### src/rtl/cache_fill_ctrl_if.sv
// cache_fill_ctrl_if: memory-side bus between the fill controller and the
// shared unified main memory.
//   mem_en         access this cycle
//   mem_wr         1 = write, 0 = read
//   mem_addr       word-aligned byte address
//   mem_wdata      write data
//   mem_data_out   read data returned by memory
//   mem_data_valid read data valid, a fixed latency after the read issue
// master: the fill controller; slave: the memory.
interface cache_fill_ctrl_if;
  logic        mem_en;
  logic        mem_wr;
  logic [15:0] mem_addr;
  logic [15:0] mem_wdata;
  logic [15:0] mem_data_out;
  logic        mem_data_valid;

  modport master (
    output mem_en, mem_wr, mem_addr, mem_wdata,
    input  mem_data_out, mem_data_valid
  );

  modport slave (
    input  mem_en, mem_wr, mem_addr, mem_wdata,
    output mem_data_out, mem_data_valid
  );
endinterface

### src/rtl/cache_fill_ctrl.sv
// cache_fill_ctrl: miss handler and memory arbiter for the I-cache and D-cache.
// Fetches a whole block from pipelined memory on a miss, streams the words
// into the owning cache, pulses that cache's fill_done, and forwards D-cache
// write-through stores. Fixed priority: d_store > d_miss > i_miss.
// Ports:
//   clk, rst_n                       clock, synchronous active-low reset
//   i_miss, i_miss_addr              I-cache miss request (level)
//   d_miss, d_miss_addr              D-cache miss request (level)
//   d_store, d_store_addr/_data      write-through store request (level)
//   d_store_ack                      store issued pulse
//   mem                              memory bus (cache_fill_ctrl_if.master)
//   fill_data, fill_word             word and its index for the cache array
//   i_fill_we, d_fill_we             per-cache array write enable
//   i_fill_done, d_fill_done         block complete pulse (write tag/valid)
//   early_word_valid                 first word of a fill delivered
//                                    (only with CRITICAL_WORD_FIRST_EN)
//   busy                             controller not idle
// Build option: define CRITICAL_WORD_FIRST_EN to fetch the missed word first
// and wrap around the block.
module cache_fill_ctrl #(
  parameter int unsigned MEM_LATENCY     = 4,
  parameter int unsigned WORDS_PER_BLOCK = 8
) (
  input  logic                                  clk,
  input  logic                                  rst_n,
  input  logic                                  i_miss,
  input  logic [15:0]                           i_miss_addr,
  input  logic                                  d_miss,
  input  logic [15:0]                           d_miss_addr,
  input  logic                                  d_store,
  input  logic [15:0]                           d_store_addr,
  input  logic [15:0]                           d_store_data,
  output logic                                  d_store_ack,
  cache_fill_ctrl_if.master                     mem,
  output logic [15:0]                           fill_data,
  output logic [$clog2(WORDS_PER_BLOCK)-1:0]    fill_word,
  output logic                                  i_fill_we,
  output logic                                  d_fill_we,
  output logic                                  i_fill_done,
  output logic                                  d_fill_done,
`ifdef CRITICAL_WORD_FIRST_EN
  output logic                                  early_word_valid,
`endif
  output logic                                  busy
);

  localparam int unsigned AddrW    = 16;
  localparam int unsigned WordBits = $clog2(WORDS_PER_BLOCK);
  localparam int unsigned OffBits  = WordBits + 1;
  localparam int unsigned CntW     = WordBits + 1;
  localparam int unsigned BlkW     = AddrW - OffBits;

  localparam logic [1:0] IDLE  = 2'd0;
  localparam logic [1:0] STORE = 2'd1;
  localparam logic [1:0] FILL  = 2'd2;
  localparam logic [1:0] DONE  = 2'd3;

  // Elaboration-time sanity on the configuration.
  if (MEM_LATENCY < 1) begin : gBadLatency
    $error("cache_fill_ctrl: MEM_LATENCY must be at least 1");
  end
  if (WORDS_PER_BLOCK < 2 || (WORDS_PER_BLOCK & (WORDS_PER_BLOCK - 1)) != 0) begin : gBadWords
    $error("cache_fill_ctrl: WORDS_PER_BLOCK must be a power of 2");
  end

  logic [1:0]          state;
  logic [1:0]          nextState;
  logic                ownerD;      // 1 = D-cache owns the current fill
  logic [BlkW-1:0]     blockAddr;   // block-aligned upper address bits
  logic [CntW-1:0]     ic;          // words issued
  logic [CntW-1:0]     rc;          // words received
  logic [WordBits-1:0] w0;          // first word of the fill order
  logic                acceptD_c;
  logic                acceptI_c;
  logic                issue_c;
  logic                recv_c;
  logic [WordBits-1:0] issueWord;
  logic [WordBits-1:0] recvWord;

  // Low address bits only matter in the critical-word-first build.
  logic unusedBits;
  assign unusedBits = ^{i_miss_addr[OffBits-1:0], d_miss_addr[OffBits-1:0], d_store_addr[0]};

  // Logical word index rotated by the starting word; wraps within the block.
  assign issueWord = WordBits'(w0 + ic[WordBits-1:0]);
  assign recvWord  = WordBits'(w0 + rc[WordBits-1:0]);

  // State register.
  always_ff @(posedge clk) begin
    if (!rst_n) state <= IDLE;
    else        state <= nextState;
  end

  // Next-state and output decode.
  always_comb begin
    nextState      = state;
    acceptD_c      = 1'b0;
    acceptI_c      = 1'b0;
    issue_c        = 1'b0;
    recv_c         = 1'b0;
    mem.mem_en     = 1'b0;
    mem.mem_wr     = 1'b0;
    mem.mem_addr   = '0;
    mem.mem_wdata  = '0;
    d_store_ack    = 1'b0;
    fill_data      = '0;
    fill_word      = '0;
    i_fill_we      = 1'b0;
    d_fill_we      = 1'b0;
    i_fill_done    = 1'b0;
    d_fill_done    = 1'b0;
    busy           = (state != IDLE);
    case (state)
      IDLE: begin
        if (d_store) begin
          nextState = STORE;
        end else if (d_miss) begin
          nextState = FILL;
          acceptD_c = 1'b1;
        end else if (i_miss) begin
          nextState = FILL;
          acceptI_c = 1'b1;
        end
      end
      STORE: begin
        mem.mem_en    = 1'b1;
        mem.mem_wr    = 1'b1;
        mem.mem_addr  = {d_store_addr[AddrW-1:1], 1'b0};
        mem.mem_wdata = d_store_data;
        d_store_ack   = 1'b1;
        nextState     = IDLE;
      end
      FILL: begin
        // Issue side: one read per cycle until every word is requested.
        if (!ic[CntW-1]) begin
          issue_c      = 1'b1;
          mem.mem_en   = 1'b1;
          mem.mem_addr = {blockAddr, issueWord, 1'b0};
        end
        // Receive side: returned words go straight to the owning cache.
        if (mem.mem_data_valid && !rc[CntW-1]) begin
          recv_c    = 1'b1;
          fill_data = mem.mem_data_out;
          fill_word = recvWord;
          d_fill_we = ownerD;
          i_fill_we = !ownerD;
          if (rc == CntW'(WORDS_PER_BLOCK - 1)) nextState = DONE;
        end
      end
      DONE: begin
        d_fill_done = ownerD;
        i_fill_done = !ownerD;
        nextState   = IDLE;
      end
      default: nextState = IDLE;
    endcase
  end

  // Fill bookkeeping: owner, block address and the two word counters.
  always_ff @(posedge clk) begin
    if (!rst_n) begin
      ownerD    <= 1'b0;
      blockAddr <= '0;
      ic        <= '0;
      rc        <= '0;
    end else begin
      if (acceptD_c) begin
        ownerD    <= 1'b1;
        blockAddr <= d_miss_addr[AddrW-1:OffBits];
      end else if (acceptI_c) begin
        ownerD    <= 1'b0;
        blockAddr <= i_miss_addr[AddrW-1:OffBits];
      end
      if (state == IDLE) begin
        ic <= '0;
        rc <= '0;
      end else begin
        if (issue_c) ic <= ic + CntW'(1);
        if (recv_c)  rc <= rc + CntW'(1);
      end
    end
  end

`ifdef CRITICAL_WORD_FIRST_EN
  // Starting word of the fill is the word that missed.
  always_ff @(posedge clk) begin
    if (!rst_n)         w0 <= '0;
    else if (acceptD_c) w0 <= d_miss_addr[OffBits-1:1];
    else if (acceptI_c) w0 <= i_miss_addr[OffBits-1:1];
  end

  // The critical word is the first one delivered in each fill.
  assign early_word_valid = recv_c && (rc == '0);
`else
  assign w0 = '0;
`endif

endmodule

### src/flat_wrapper.sv
// flat-port wrapper written by rule: the top's interface ports become plain ports
module cache_fill_ctrl_flat 
#(
  parameter int unsigned MEM_LATENCY     = 4,
  parameter int unsigned WORDS_PER_BLOCK = 8
)
  (clk, rst_n, i_miss, i_miss_addr, d_miss, d_miss_addr, d_store, d_store_addr, d_store_data, d_store_ack, fill_data, fill_word, i_fill_we, d_fill_we, i_fill_done, d_fill_done, busy, mem_mem_en, mem_mem_wr, mem_mem_addr, mem_mem_wdata, mem_mem_data_out, mem_mem_data_valid);
  cache_fill_ctrl_if mem_i ();
  input  logic clk;
  input  logic rst_n;
  input  logic i_miss;
  input  logic [15:0] i_miss_addr;
  input  logic d_miss;
  input  logic [15:0] d_miss_addr;
  input  logic d_store;
  input  logic [15:0] d_store_addr;
  input  logic [15:0] d_store_data;
  output logic d_store_ack;
  output logic [15:0] fill_data;
  output logic [$clog2(WORDS_PER_BLOCK)-1:0] fill_word;
  output logic i_fill_we;
  output logic d_fill_we;
  output logic i_fill_done;
  output logic d_fill_done;
  output logic busy;
  output wire logic [$bits(mem_i.mem_en)-1:0] mem_mem_en;
  output wire logic [$bits(mem_i.mem_wr)-1:0] mem_mem_wr;
  output wire logic [$bits(mem_i.mem_addr)-1:0] mem_mem_addr;
  output wire logic [$bits(mem_i.mem_wdata)-1:0] mem_mem_wdata;
  input wire logic [$bits(mem_i.mem_data_out)-1:0] mem_mem_data_out;
  input wire logic [$bits(mem_i.mem_data_valid)-1:0] mem_mem_data_valid;
  assign mem_mem_en = mem_i.mem_en;
  assign mem_mem_wr = mem_i.mem_wr;
  assign mem_mem_addr = mem_i.mem_addr;
  assign mem_mem_wdata = mem_i.mem_wdata;
  assign mem_i.mem_data_out = mem_mem_data_out;
  assign mem_i.mem_data_valid = mem_mem_data_valid;
  cache_fill_ctrl #(.MEM_LATENCY(MEM_LATENCY), .WORDS_PER_BLOCK(WORDS_PER_BLOCK)) u_core (.clk(clk), .rst_n(rst_n), .i_miss(i_miss), .i_miss_addr(i_miss_addr), .d_miss(d_miss), .d_miss_addr(d_miss_addr), .d_store(d_store), .d_store_addr(d_store_addr), .d_store_data(d_store_data), .d_store_ack(d_store_ack), .mem(mem_i), .fill_data(fill_data), .fill_word(fill_word), .i_fill_we(i_fill_we), .d_fill_we(d_fill_we), .i_fill_done(i_fill_done), .d_fill_done(d_fill_done), .busy(busy));
endmodule
### config.mk
export PLATFORM = sky130hd
export DESIGN_NAME = cache_fill_ctrl_flat
export DESIGN_NICKNAME = d
export VERILOG_FILES = /design/src/rtl/cache_fill_ctrl_if.sv /design/src/rtl/cache_fill_ctrl.sv /design/src/flat_wrapper.sv
export SDC_FILE = /design/constraint.sdc
export NUM_CORES = 1
export LEC_CHECK = 0
export ABC_AREA = 1
export ABC_CLOCK_PERIOD_IN_PS = 1600
export CORE_MARGIN = 4
export CORE_UTILIZATION = 29
export CTS_CLUSTER_SIZE = 40
export DETAILED_ROUTE_END_ITERATION = 10
export GPL_TIMING_DRIVEN = 1
export PLACE_DENSITY = 0.85
export SYNTH_ARGS = -nofsm -noshare
export SYNTH_HDL_FRONTEND = slang
export SYNTH_SLANG_ARGS = --single-unit
### constraint.sdc
create_clock -name clk -period 1.6 [get_ports clk]
set_clock_uncertainty 0.15 [all_clocks]
set_input_delay 0.24 -clock clk [delete_from_list [all_inputs] [get_ports clk]]
set_output_delay 0.24 -clock clk [all_outputs]
set_load 0.005 [all_outputs]
After elaboration in Yosys (flattened, before gate mapping)
Cells that the tools add are included.
- flip-flop bits (word level): 23
- bits in latches: 0
- memory bits (writable): 0
- bits in read-only memories: 0
- input port bits: 86
- output and inout bits: 59
- logic and storage cells: 60
- memories kept: 0
- add/sub/neg operators: 2
- multipliers: 0
- div/mod/pow operators: 0
- $lt $le $gt $ge: 0
- equal/unequal tests: 7
- shift operators: 0
- muxes and demuxes: 36
- bitwise gates (word level): 1
- reduce and logical (&&, ||, !) cells: 9
- operators with widths (operator ; number):
    $mux 16 ; 4
    $pmux 16 s2 ; 1
    $mux 12 ; 2
    $mux 1 ; 20
    $mux 2 ; 5
    $add 4x1->4 const B ; 2
    $mux 3 ; 2
    $pmux 2 s3 ; 1
    $eq 2x2->1 const B ; 2
    $eq 4x3->1 const B ; 1
    $ne 2x1->1 const B ; 2
    $ne 4x4->1 const B ; 1
    $reduce_bool 2->1 ; 2
    $reduce_or 2->1 ; 2
    $reduce_and 3->1 ; 1
    $eq 2x1->1 const B ; 1
    $logic_not 1->1 ; 2
    $logic_not 2->1 ; 1
    $pmux 1 s2 ; 1
    $logic_and 1x1->1 ; 1
    $not 1->1 ; 1

Depth between registers and ports, before layout
Gate-level depths: netlist (run 1).
- depth after elaboration: 6
- mapped depth: 9
- mapped depth without buffers: 9

Worst setup path after synthesis (run 1)
Ideal clock, no wire load.
- path type: register -> output
- start: reg u_core.state[0]
- end: out mem_mem_en
- arrival: 1.219 ns
- path slack: -0.009 ns
- stages on the path, launching flop included: 6
- buffers on the path: 1
- path through: dfxtp_1 > inv_1 > ha_1 > inv_1 > clkbuf_1 > nor2_1
- cells in the longest elaborated chain, start to end: 2
- RTL lines (what ; line ; text):
    start: declaration ; cache_fill_ctrl.sv:66 ; logic [1:0] state;
    start signal: assignment ; cache_fill_ctrl.sv:91 ; else state <= nextState;
    $eq 2x2->1 or $eq 2x1->1 (tied branches) ; cache_fill_ctrl.sv:113 ; case (state)
    $pmux 1 s2 * ; cache_fill_ctrl.sv:113 ;
    end: declaration ; flat_wrapper.sv:26 ; output wire logic [$bits(mem_i.mem_en)-1:0] mem_mem_en;
Mark *: on every way between the ends. The rest lies on a longest branch, timed or not.

Worst setup path after layout (run 1)
- start: reg u_core.state[0]
- end: out mem_mem_addr[4]
- cells in the longest elaborated chain, start to end: 2
- RTL lines (what ; line ; text):
    $eq 2x2->1 or $eq 2x1->1 (tied branches) ; cache_fill_ctrl.sv:113 ;
    $pmux 16 s2 * ; cache_fill_ctrl.sv:113 ;
    end: declaration ; flat_wrapper.sv:28 ; output wire logic [$bits(mem_i.mem_addr)-1:0] mem_mem_addr;
Marked as above.

==> flow_summary_export.csv, run 1 <==
group,metric,value,unit
status,outcome,"finished with violations",
status,violations,"negative setup slack",
sta,rsz0062_at_grt,"yes",
setup_path,worstSetupPathType,"flip-flop to output port",
routing,drt_wl_total,8.674,mm
floorplanning,rows,27,
placed_design,place_area,0.003314,mm²
cells_and_area,stdcell_area,0.004100,mm²
clock_network,clockBufferDepth,2,
cells_and_area,instances_no_fill,541,
setup_path,timing.rr.start,"u_core.state[0]$_SDFFE_PN0P_",
sta,fin_ws,-0.3959,ns
setup_path,rr_endpoint,"u_core.rc[2]$_SDFFE_PP0P_",
floorplanning,die_w,84.91,µm
cells_and_area,synthToLayoutAreaGrowth,139.0,%
setup_path,ff2ff_path_depth,9,
clock_network,root_buffer,"clkbuf_8",
sta,relSlewSlack,65.04,%
sta,setup_viol,71,
sta,hold_viol_final,0,
logic_synthesis,synth.avg_cell_area,5.776,µm²
floorplanning,dieArea,0.007210,mm²
run,maxCapViolCount,0,
logic_synthesis,yosys_warnings,0,
setup_path,crit_chain,"buf_6 -> inv_8 -> buf_6 -> ha_4 -> buf_12 -> nand3_2 -> a21oi_2 -> buf_2",
clock_network,clk_latency,0.26,ns
setup_path,critPathMaxStageDelay,0.34,ns
grt,grt_pass1_wl,12.16,mm
placed_design,gp_congestion,0.7717,
placed_design,dp_hpwl,5.271,mm
cells_and_area,nNetsFinal,564,
setup_path,worstPathMaxFanout,6,
cells_and_area,drive_gt1_share,49.68,%
logic_synthesis,synth_area,0.001715,mm²
routing,wl_per_cell,16.03,µm
grt,gr-usage-all-layers,20.26,%
clock_network,cts_hold_buffers,0,
placed_design,io_buffers,134,
power_and_ir_drop,power.density,1360,mW/mm²
setup_path,crit_arrival,1.61,ns
hold_path,hold_depth,2,
hold_path,hold_class,"flip-flop to flip-flop",
setup_path,r2r_slack,-0.15,ns
placed_design,dp.cells,511,
floorplanning,ios,145,
clock_network,cts_buffers,3,
cells_and_area,num_antenna_cells,0,
floorplanning,die_h,84.91,µm
sta,tightest_slew,0.5239,ns
logic_synthesis,synth_area_leaders,"dfxtp_1, inv_1, nand2_1, a21oi_1, o21ai_0",
sta,finalMaxSlewViolations,0,
setup_path,cp_slowest_cell,"dfxtp_2",
sta,post-route-period-util,124.7,%
logic_synthesis,yosysTopAreaCell,"dfxtp_1",
grt,grt-ovfl-total,0,
logic_synthesis,synth.net_count,391,
routing,antenna_left,0,
power_and_ir_drop,power.leakage,1.971,nW
clock_network,cts_max_level,1,
routing,vias,2580,
power_and_ir_drop,p_total,5.578,mW
clock_network,numClockSinks,23,
hold_path,worstHoldEndpoint,"u_core.ic[2]$_SDFFE_PP0P_",
setup_path,required,1.21,ns
logic_synthesis,synth_cells,297,
clock_network,cts.clk_slew.worst_paths,0.09,ns
setup_path,cp_num_buf_inv,5,
routing,route.detailed.drc,0,
grt,antenna_found_initial,0,
logic_synthesis,yosysSeqAreaShare,26.84,%
floorplanning,core_area,0.005608,mm²
clock_network,cts_tree,"built",
setup_path,worst_setup_path_start_kind,"flip-flop",
routing,drt_iter0_drc,139,
power_and_ir_drop,peakVddDrop,0.0009126,V
grt,grt_pass1_vias,2558,
routing,first_pass_iters,4,
placed_design,dpl_worst_slack,-0.5930,ns
grt,grt_max_degree,25,
floorplanning,start_util,30.59,%
setup_path,path_delay_family,"buffers and inverters",
hold_path,hold_path_startpoint,"u_core.ic[2]$_SDFFE_PP0P_",
setup_path,cpMostUsedCell,"buf_6",
sta,fmax,501.0,MHz
logic_synthesis,ys_types,21,
cells_and_area,final_cell_mix,"clkdlybuf4s50_1, buf_2, inv_1, nand2_1, buf_6",
logic_synthesis,ys_ff_latch,23,
setup_path,cp-end-kind,"output port",
routing,routed_via_density,4.769,
logic_synthesis,synth_top_area_share,26.84,%
sta,min_period,1.996,ns
cells_and_area,final_common_cell,"clkdlybuf4s50_1",
## worst max path at each step
stage / slack, ns / from / depth (start not counted) / to
floorplan: 0.003 / u_core.state[1]$_SDFFE_PN0P_ / 5 / mem_mem_addr[12]
global placement: -0.50 / mem_mem_data_valid / 7 / fill_data[14]
detailed placement: -0.59 / mem_mem_data_valid / 7 / fill_data[5]
CTS: -0.30 / u_core.state[0]$_SDFFE_PN0P_ / 7 / mem_mem_addr[14]
global route: -0.45 / u_core.state[0]$_SDFFE_PN0P_ / 8 / mem_mem_addr[7]
finish: -0.40 / u_core.state[0]$_SDFFE_PN0P_ / 8 / mem_mem_addr[4]
## cells by family after synthesis
| group | after synthesis | synth area share, % |
|---|---|---|
| AND/OR/NAND/NOR | 117 | 28.08 |
| buffers and inverters | 81 | 19.33 |
| AO/OA/AOI/OAI | 67 | 19.69 |
| flip-flops | 23 | 26.84 |
| adder cells (fa/ha/maj) | 8 | 5.835 |
| other | 1 | 0.2186 |
## state kept, by name (all words and copies together) (netlist names)
signal            count
u_core.blockAddr     12
u_core.ic             4
u_core.rc             4
u_core.state          2
u_core.ownerD         1
## area by class of cell
| class | instances | area (µm²) |
|---|---|---|
| clock buffer | 3 | 41.29 |
| timing repair buffer | 184 | 1755 |
| multi-input combinational | 193 | 1480 |
| sequential | 23 | 465.4 |
| clock inverter | 1 | 5.005 |
| inverter | 65 | 262.8 |
| tap | 72 | 90.09 |
| fill | 418 | 1508 |
## metal layers
layer  GRT usage [%]  vias up  wire length (µm)
met2           39.22       85              4897
met5               0        -                 0
met1           22.42     1217              3005
li1                -     1254                 -
met4           6.619        0               353
met3           2.816       24               418
## through the flow
stage | setup TNS (ns) | hold WS, ns | utilization [%]
global route | -19.91 | 0.4134 | 73.11
detailed placement | -25.02 | 0.3451 | 59.10
finish | -15.16 | 0.3995 | 73.11
global placement | -21.62 | 0.3229 | 59.10
floorplan | 0 | 0.2218 | -
CTS | -11.32 | 0.3658 | 64.88
## worst reg2reg max path, cell delays in order (launching register included)
cell     delay [ns]
dfxtp_2        0.34
buf_6          0.13
inv_8          0.07
buf_6          0.10
ha_4           0.17
buf_6          0.14
buf_4          0.15
nand3_1        0.12
o21ai_1        0.20
a21oi_1        0.08
## synthesized netlist by cell type
cell,n
conb_1,1
o21ai_0,24
nor2_2,2
inv_1,63
o21ai_1,9
buf_6,1
nand4_1,1
clkbuf_1,7
ha_1,8
a21boi_0,1
inv_2,1
buf_4,4
clkinv_1,1
a21oi_1,33
nand2_1,60
nor2_4,1
nor2_1,32
nand3_1,20
buf_2,4
dfxtp_1,23
nand2_2,1
## power by group
group / switching (mW) / internal [mW] / total [mW]
clock network: 0.192 / 0.174 / 0.366
registers: 0.107 / 0.708 / 0.815
logic: 2.10 / 2.29 / 4.40
total: 2.40 / 3.17 / 5.58
## timing repair
item,CTS,global route
gates cloned,5,1
buffers inserted,15,10
pin swaps,21,30
gates resized for setup,313,133
setup endpoints to repair,68,77
Note: power is estimated with default switching activity, not from simulation.
==> run 2, diff against run 1 <==
--- a/config.mk
+++ b/config.mk
@@ -9,7 +9,6 @@
 export ABC_CLOCK_PERIOD_IN_PS = 1600
 export CORE_MARGIN = 4
 export CORE_UTILIZATION = 29
-export CTS_CLUSTER_SIZE = 40
 export DETAILED_ROUTE_END_ITERATION = 10
 export GPL_TIMING_DRIVEN = 1
 export PLACE_DENSITY = 0.85
==> results of run 2 <==
Final layout, timing and power as in run 1 (identical DEF).
